===== src/rtl/sprite_blitter_if.sv =====
// Avalon-MM slave bundle for sprite_blitter: register writes, status reads
// and the write-stall handshake.
interface sprite_blitter_if;
  logic [2:0]  slave_address;
  logic        slave_write;
  logic [31:0] slave_writedata;
  logic        slave_read;
  logic [31:0] slave_readdata;
  logic        slave_waitrequest;

  modport master (
    output slave_address, slave_write, slave_writedata, slave_read,
    input  slave_readdata, slave_waitrequest
  );

  modport slave (
    input  slave_address, slave_write, slave_writedata, slave_read,
    output slave_readdata, slave_waitrequest
  );
endinterface


===== src/rtl/sprite_blitter.sv =====
// Sprite blitter / rectangle filler into a double-buffered framebuffer with vsync-timed swap.
// Optional macro SPRITE_BLITTER_TRANSPARENCY_EN: all-zero blit texels are not written.
module sprite_blitter #(
  parameter int FB_W    = 320,
  parameter int FB_H    = 240,
  parameter int PIX_W   = 6,
  parameter int TEX_AW  = 14,
  parameter int COORD_W = 11,
  parameter int FB_AW   = 18
) (
  input  logic               clk,
  input  logic               reset,
  sprite_blitter_if.slave    bus,
  output logic [TEX_AW-1:0]  tex_addr,
  input  logic [PIX_W-1:0]   tex_q,
  output logic               fb_we,
  output logic [FB_AW-1:0]   fb_addr,
  output logic [PIX_W-1:0]   fb_wdata,
  input  logic               vsync,
  output logic               display_buf
);
  localparam int FB_MAX  = (FB_W > FB_H) ? FB_W : FB_H;
  localparam int DIM_MAX = (FB_MAX > 128) ? FB_MAX : 128;
  localparam int CNT_W   = $clog2(DIM_MAX + 1);
  localparam int PW      = ((COORD_W > CNT_W) ? COORD_W : CNT_W) + 2;
  localparam logic signed [PW-1:0] FB_W_S = PW'(FB_W);
  localparam logic signed [PW-1:0] FB_H_S = PW'(FB_H);

  typedef enum logic [1:0] {S_IDLE, S_RUN, S_DRAIN} state_t;

  state_t                     state_q, state_d;
  logic signed [COORD_W-1:0]  x_q, x_d, y_q, y_d;
  logic signed [COORD_W-1:0]  run_x_q, run_x_d, run_y_q, run_y_d;
  logic [TEX_AW-1:0]          tex_base_q, tex_base_d;
  logic [6:0]                 tex_w_q, tex_w_d, tex_h_q, tex_h_d;
  logic [PIX_W-1:0]           fill_q, fill_d;
  logic                       mode_q, mode_d;
  logic                       back_q, back_d;
  logic [CNT_W-1:0]           run_w_q, run_w_d, run_h_q, run_h_d;
  logic [CNT_W-1:0]           col_q, col_d, row_q, row_d;
  logic [TEX_AW-1:0]          tex_addr_q, tex_addr_d;
  logic                       fb_we_q, fb_we_d;
  logic [FB_AW-1:0]           fb_addr_q, fb_addr_d;
  logic                       display_buf_q, display_buf_d;
  logic                       swap_pending_q, swap_pending_d;
  logic [15:0]                frame_count_q, frame_count_d;

  logic                       busy, wr_ok, cmd_acc, swap_wr, swap_fire;
  logic                       last_col, last_elem, in_bounds;
  logic signed [PW-1:0]       px, py;
  logic                       unused_wdata;

  always_comb begin
    busy      = (state_q != S_IDLE);
    wr_ok     = bus.slave_write & ~busy;
    cmd_acc   = wr_ok & (bus.slave_address == 3'd5);
    swap_wr   = wr_ok & (bus.slave_address == 3'd7);
    // A swap may not coincide with a command start: the new command has already chosen its back buffer.
    swap_fire = vsync & swap_pending_q & ~busy & ~cmd_acc;

    px = $signed({{(PW-COORD_W){run_x_q[COORD_W-1]}}, run_x_q})
       + $signed({{(PW-CNT_W){1'b0}}, col_q});
    py = $signed({{(PW-COORD_W){run_y_q[COORD_W-1]}}, run_y_q})
       + $signed({{(PW-CNT_W){1'b0}}, row_q});
    in_bounds = ~px[PW-1] & (px < FB_W_S) & ~py[PW-1] & (py < FB_H_S);
    last_col  = (col_q == run_w_q - CNT_W'(1));
    last_elem = last_col & (row_q == run_h_q - CNT_W'(1));

    state_d    = state_q;
    x_d        = x_q;
    y_d        = y_q;
    run_x_d    = run_x_q;
    run_y_d    = run_y_q;
    tex_base_d = tex_base_q;
    tex_w_d    = tex_w_q;
    tex_h_d    = tex_h_q;
    fill_d     = fill_q;
    mode_d     = mode_q;
    back_d     = back_q;
    run_w_d    = run_w_q;
    run_h_d    = run_h_q;
    col_d      = col_q;
    row_d      = row_q;
    tex_addr_d = tex_addr_q;
    fb_we_d    = 1'b0;
    fb_addr_d  = fb_addr_q;

    if (wr_ok) begin
      case (bus.slave_address)
        3'd0: x_d        = bus.slave_writedata[COORD_W-1:0];
        3'd1: y_d        = bus.slave_writedata[COORD_W-1:0];
        3'd2: tex_base_d = bus.slave_writedata[TEX_AW-1:0];
        3'd3: begin
          tex_w_d = bus.slave_writedata[6:0];
          tex_h_d = bus.slave_writedata[14:8];
        end
        3'd4: fill_d     = bus.slave_writedata[PIX_W-1:0];
        3'd5: mode_d     = bus.slave_writedata[0];
        default: ;
      endcase
    end

    case (state_q)
      S_IDLE: begin
        if (cmd_acc) begin
          back_d = ~display_buf_q;
          col_d  = '0;
          row_d  = '0;
          if (bus.slave_writedata[0]) begin
            // Fill reuses the scan engine over the whole screen with origin (0,0).
            run_x_d = '0;
            run_y_d = '0;
            run_w_d = CNT_W'(FB_W);
            run_h_d = CNT_W'(FB_H);
            state_d = S_RUN;
          end else begin
            run_x_d    = x_q;
            run_y_d    = y_q;
            run_w_d    = CNT_W'(tex_w_q);
            run_h_d    = CNT_W'(tex_h_q);
            tex_addr_d = tex_base_q;
            state_d    = ((tex_w_q == '0) || (tex_h_q == '0)) ? S_DRAIN : S_RUN;
          end
        end
      end
      S_RUN: begin
        fb_we_d   = in_bounds;
        fb_addr_d = (back_q ? FB_AW'(FB_W * FB_H) : '0)
                  + FB_AW'($unsigned(py)) * FB_AW'(FB_W)
                  + FB_AW'($unsigned(px));
        if (last_elem) begin
          state_d = S_DRAIN;
        end else begin
          if (last_col) begin
            col_d = '0;
            row_d = row_q + CNT_W'(1);
          end else begin
            col_d = col_q + CNT_W'(1);
          end
          if (!mode_q) tex_addr_d = tex_addr_q + TEX_AW'(1);
        end
      end
      S_DRAIN: state_d = S_IDLE;
      default: state_d = S_IDLE;
    endcase

    display_buf_d  = display_buf_q ^ swap_fire;
    swap_pending_d = swap_fire ? 1'b0 : (swap_pending_q | swap_wr);
    frame_count_d  = swap_fire ? frame_count_q + 16'd1 : frame_count_q;
  end

  always_ff @(posedge clk or posedge reset) begin
    if (reset) begin
      state_q        <= S_IDLE;
      x_q            <= '0;
      y_q            <= '0;
      run_x_q        <= '0;
      run_y_q        <= '0;
      tex_base_q     <= '0;
      tex_w_q        <= '0;
      tex_h_q        <= '0;
      fill_q         <= '0;
      mode_q         <= 1'b0;
      back_q         <= 1'b0;
      run_w_q        <= '0;
      run_h_q        <= '0;
      col_q          <= '0;
      row_q          <= '0;
      tex_addr_q     <= '0;
      fb_we_q        <= 1'b0;
      fb_addr_q      <= '0;
      display_buf_q  <= 1'b0;
      swap_pending_q <= 1'b0;
      frame_count_q  <= '0;
    end else begin
      state_q        <= state_d;
      x_q            <= x_d;
      y_q            <= y_d;
      run_x_q        <= run_x_d;
      run_y_q        <= run_y_d;
      tex_base_q     <= tex_base_d;
      tex_w_q        <= tex_w_d;
      tex_h_q        <= tex_h_d;
      fill_q         <= fill_d;
      mode_q         <= mode_d;
      back_q         <= back_d;
      run_w_q        <= run_w_d;
      run_h_q        <= run_h_d;
      col_q          <= col_d;
      row_q          <= row_d;
      tex_addr_q     <= tex_addr_d;
      fb_we_q        <= fb_we_d;
      fb_addr_q      <= fb_addr_d;
      display_buf_q  <= display_buf_d;
      swap_pending_q <= swap_pending_d;
      frame_count_q  <= frame_count_d;
    end
  end

  // Texel data arrives one cycle after its address, in step with the delayed write strobe.
  always_comb begin
`ifdef SPRITE_BLITTER_TRANSPARENCY_EN
    fb_we = fb_we_q & (mode_q | (tex_q != '0));
`else
    fb_we = fb_we_q;
`endif
    fb_addr     = fb_addr_q;
    fb_wdata    = mode_q ? fill_q : tex_q;
    tex_addr    = tex_addr_q;
    display_buf = display_buf_q;

    bus.slave_waitrequest = bus.slave_write & busy;
    bus.slave_readdata    = '0;
    if (bus.slave_read && (bus.slave_address == 3'd6))
      bus.slave_readdata = {frame_count_q, 13'b0, swap_pending_q, display_buf_q, busy};

    unused_wdata = ^bus.slave_writedata;
  end
endmodule


===== src/flat_wrapper.sv =====
// flat-port wrapper written by rule: the top's interface ports become plain ports
module sprite_blitter_flat 
#(
  parameter int FB_W    = 320,
  parameter int FB_H    = 240,
  parameter int PIX_W   = 6,
  parameter int TEX_AW  = 14,
  parameter int COORD_W = 11,
  parameter int FB_AW   = 18
)
  (clk, reset, tex_addr, tex_q, fb_we, fb_addr, fb_wdata, vsync, display_buf, bus_slave_address, bus_slave_write, bus_slave_writedata, bus_slave_read, bus_slave_readdata, bus_slave_waitrequest);
  sprite_blitter_if bus_i ();
  input  logic clk;
  input  logic reset;
  output logic [TEX_AW-1:0] tex_addr;
  input  logic [PIX_W-1:0] tex_q;
  output logic fb_we;
  output logic [FB_AW-1:0] fb_addr;
  output logic [PIX_W-1:0] fb_wdata;
  input  logic vsync;
  output logic display_buf;
  input wire logic [$bits(bus_i.slave_address)-1:0] bus_slave_address;
  input wire logic [$bits(bus_i.slave_write)-1:0] bus_slave_write;
  input wire logic [$bits(bus_i.slave_writedata)-1:0] bus_slave_writedata;
  input wire logic [$bits(bus_i.slave_read)-1:0] bus_slave_read;
  output wire logic [$bits(bus_i.slave_readdata)-1:0] bus_slave_readdata;
  output wire logic [$bits(bus_i.slave_waitrequest)-1:0] bus_slave_waitrequest;
  assign bus_i.slave_address = bus_slave_address;
  assign bus_i.slave_write = bus_slave_write;
  assign bus_i.slave_writedata = bus_slave_writedata;
  assign bus_i.slave_read = bus_slave_read;
  assign bus_slave_readdata = bus_i.slave_readdata;
  assign bus_slave_waitrequest = bus_i.slave_waitrequest;
  sprite_blitter #(.FB_W(FB_W), .FB_H(FB_H), .PIX_W(PIX_W), .TEX_AW(TEX_AW), .COORD_W(COORD_W), .FB_AW(FB_AW)) u_core (.clk(clk), .reset(reset), .bus(bus_i), .tex_addr(tex_addr), .tex_q(tex_q), .fb_we(fb_we), .fb_addr(fb_addr), .fb_wdata(fb_wdata), .vsync(vsync), .display_buf(display_buf));
endmodule

===== config.mk =====
export PLATFORM = sky130hd
export DESIGN_NAME = sprite_blitter_flat
export DESIGN_NICKNAME = d
export VERILOG_FILES = /design/src/rtl/sprite_blitter_if.sv /design/src/rtl/sprite_blitter.sv /design/src/flat_wrapper.sv
export SDC_FILE = /design/constraint.sdc
export NUM_CORES = 1
export LEC_CHECK = 0
export ABC_AREA = 0
export CAP_MARGIN = 10
export CORE_UTILIZATION = 62
export CTS_BUF_LIST = sky130_fd_sc_hd__clkbuf_8
export CTS_CLUSTER_DIAMETER = 120
export DETAILED_ROUTE_END_ITERATION = 12
export DONT_BUFFER_PORTS = 1
export PLACE_DENSITY = 0.78
export SYNTH_ARGS = -nofsm -noshare
export SYNTH_HDL_FRONTEND = slang
export SYNTH_SLANG_ARGS = --single-unit

===== constraint.sdc =====
create_clock -name clk -period 8.7 [get_ports clk]
set_input_delay 0.435 -clock clk [delete_from_list [all_inputs] [get_ports clk]]
set_output_delay 0.435 -clock clk [all_outputs]
set_load 0.01 [all_outputs]

==> out/summary.json <==
{
  "synth_most_common_cell": "dfrtp_1",
  "total_power_uw": 3320,
  "cts_tree": "done",
  "first_global_vias": 6652,
  "clock_sink_count": 166,
  "quantity_of_i_o_buffers_inserted_on_ports": 0,
  "dpl-instance-area_mm2": 0.00971,
  "placementRows": 45,
  "ctsLongestPathBuffers": 2,
  "gpl.final_weighted_congestion": 0.819,
  "finClkSkew_ns": 0.0125,
  "startpoint": "u_core.row_q[0]",
  "postSynthRegisterBits": 166,
  "hp-class": "in2async",
  "totalWireLength_um": 20100,
  "first_iter_violations": 362,
  "final_net_count": 1064,
  "synth_common_cells": "dfrtp_1 (166), nand2_1 (125), mux2_2 (64)",
  "mappedNetlistArea_mm2": 0.00964,
  "critical_path.max_stage_delay_ns": 0.57,
  "floorplan.die_area_mm2": 0.0161,
  "start_kind": "flop",
  "via_count": 7018,
  "io_pins": 119,
  "synth_largest_area_cell": "dfrtp_1",
  "timing.fmax_ghz": 0.194,
  "footprint_of_the_multi_input_gates_mm2": 0.00519,
  "resized_cells_post_cts": 0,
  "critical_path_slowest_stage_cell": "fa_1",
  "critPathRequiredTime_ns": 9.08,
  "fp.dieW_um": 127,
  "crit_chain": "ha_1 -> fa_1 -> a21o_1 -> a21oi_1 -> xnor2_1 -> ha_1 -> fa_1 -> fa_1 -> ha_1 -> a21oi_1 -> o21ai_0 -> o41ai_1 -> nand3b_1 -> xor2_1 -> xnor3_1 -> o21ai_0",
  "total_count_of_max_transition_violations_in_the_final_report": 0,
  "final_min_period_over_clock_period": 0.593,
  "hold_violation_total_from_the_final_report": 0,
  "synth.top_cell.area_share": 0.431,
  "synthArstFlopShare": 1.00,
  "timing.setup.tns_ns": 0,
  "drv_cap": 0,
  "worst_r2r_path_depth": 16,
  "worst_ep_arrival_time_ns": 5.54,
  "start_util": 0.634,
  "grt_max_degree": 111,
  "clk_pin_slew_worst_paths_ns": 0.10,
  "final-setup-viol-count": 0,
  "global_route.overflow_total": 0,
  "grt_pass1_wl_um": 32800,
  "synth_cell_type_count": 67,
  "number_of_enable_type_register_cells_in_the_synthesized_netlist": 0,
  "synth_area_per_cell_um2": 9.90,
  "clock_insertion_delay_worst_skew_ns": 0.46,
  "place.detailed.hpwl_um": 14300,
  "avgViaCountPerCell": 6.06,
  "detail_route.wl_per_cell_um": 17.3,
  "cells_after_dpl": 1126,
  "rsz0062_at_grt": "no",
  "path_max_fanout": 6,
  "filler_cell_count": 1240,
  "endpoint_kind": "flop",
  "ff_latch_area_mm2": 0.00415,
  "ctsRootBufferMaster": "clkbuf_8",
  "route.detailed.drc": 0,
  "worst-setup-path-type": "reg2reg",
  "final_layout_size_suffix_gt1_frac": 0.121,
  "ys_seq_area_frac": 0.431,
  "flow.area_growth_from_synthesis_pct": 4.58,
  "die_height_um": 127,
  "htree_levels": 4,
  "synth.area.top_cells": "dfrtp_1 (43%), mux2_2 (7.5%), ha_1 (7.1%), nand2_1 (4.9%), xnor2_1 (3.8%)",
  "power_density_mw_per_mm2": 329,
  "total_leakage_power_uw": 0.00481,
  "r2r_start": "u_core.row_q[0]",
  "synth-main-ff-cell": "dfrtp_1",
  "synthCells": 974,
  "core_area_mm2": 0.0152,
  "postRouteAntennaNets": 0,
  "grt_util_all_layers": 0.262,
  "outcome": "finished, final reports clean",
  "final_cell_area_mm2": 0.0101,
  "power.ir.vdd_worst_v": 0.000194,
  "holdBufCountCts": 0,
  "antenna_found_initial": 1,
  "cts_buffers": 17,
  "cts_post_setup_buffers_inserted": 0,
  "instances_no_fill": 1159,
  "final.min_clock_period_ns": 5.16,
  "slew_headroom": 0.357,
  "timing_worst_slew_pin_value_ns": 0.964,
  "firstDrtPassIters": 5,
  "yosysWarnings": 0
}
## worst max-delay path: cells and delay by family, from the launching register on
family	cells	cell delay, ns
AO/OA/AOI/OAI	6	1.32
XOR/XNOR	3	0.79
adder cells (fa/ha/maj)	6	2.32
flip-flops	1	0.47
AND/OR/NAND/NOR	1	0.19
## power by group
group | internal, uW | leakage, uW | switching (uW)
combinational | 661 | 0.00251 | 764
clock | 213 | 0.000185 | 300
sequential | 1070 | 0.00211 | 308
total | 1950 | 0.00481 | 1370
## worst paths after layout
| check | to | slack [ns] |
|---|---|---|
| max reg2reg | u_core.fb_addr[17] | 3.54 |
| min in group clk | u_core.tex_base_q[8] | 0.11 |
| max | u_core.fb_addr[17] | 3.54 |
| min | u_core.frame_count_q[12] | 0.05 |
| min reg2reg | u_core.run_x_q[6] | 0.47 |
| max in group asynchronous | u_core.run_x_q[10] | 7.34 |
## cells by family after synthesis
| family | share of synthesized area |
|---|---|
| fa+ha+maj | 0.0838 |
| simple gates | 0.195 |
| xor+xnor | 0.0677 |
| buf+inv | 0.0362 |
| other cells | 0.000389 |
| compound gates | 0.108 |
| flops | 0.431 |
| mux | 0.0779 |
## registers in the layout (all words and copies together), names as in the netlist, 2 cells and up
| name | count |
|---|---|
| u_core.fb_addr | 18 |
| u_core.frame_count_q | 16 |
| u_core.tex_addr | 14 |
| u_core.tex_base_q | 14 |
| u_core.run_x_q | 11 |
| u_core.run_y_q | 11 |
| u_core.x_q | 11 |
| u_core.y_q | 11 |
| u_core.col_q | 9 |
| u_core.row_q | 9 |
| u_core.run_w_q | 8 |
| u_core.run_h_q | 7 |
| u_core.tex_h_q | 7 |
| u_core.tex_w_q | 7 |
| u_core.fill_q | 6 |
| u_core.state_q | 2 |
## metrics by stage
stage / setup WS, ns / hold WS (ns) / utilization
after floorplan: 3.77 / 0.437 / -
after global placement: 3.63 / 0.455 / 0.639
after detailed placement: 3.55 / 0.461 / 0.639
after CTS: 3.50 / 0.0684 / 0.663
after global routing: 3.24 / 0.0888 / 0.663
final: 3.54 / 0.0495 / 0.663
## routing by layer
layer,vias to the layer above,global-route usage,routed length (um)
met5,-,0,0
met4,0,0.0791,267
met3,23,0.0633,1210
met2,202,0.429,9400
met1,3412,0.348,9230
li1,3381,-,-
## final cells by class
cell class | count | share of cell area
Sequential cell | 166 | 0.412
Clock inverter | 14 | 0.0117
Timing Repair Buffer | 5 | 0.00372
Inverter | 25 | 0.00980
Clock buffer | 18 | 0.0246
Tap cell | 188 | 0.0233
Antenna cell | 1 | 0.000248
Multi-Input combinational cell | 742 | 0.515
## cells in the final DEF, fill, tap and decap left out, types with 4 or more instances in the layout
master and count:
nor3_1 20, dfrtp_1 166, or3_1 6, inv_6 7
mux2_2 64, a31oi_1 5, o21ai_0 50, nand3_1 23
nand2b_1 5, o32a_1 5, nand2_1 125, buf_4 5
nor2_1 57, xor2_1 30, ha_1 55, nand3b_1 34
nor4_1 14, a21o_1 9, fa_1 6, xnor2_1 42
and2_1 23, and3_1 20, o21a_1 6, inv_1 25
a21oi_1 41, o211ai_1 5, o21bai_1 4, clkinv_4 4
nor2b_1 11, nand4_1 12, clkbuf_8 18, conb_1 13
Note: power is estimated with default switching activity, not from simulation.
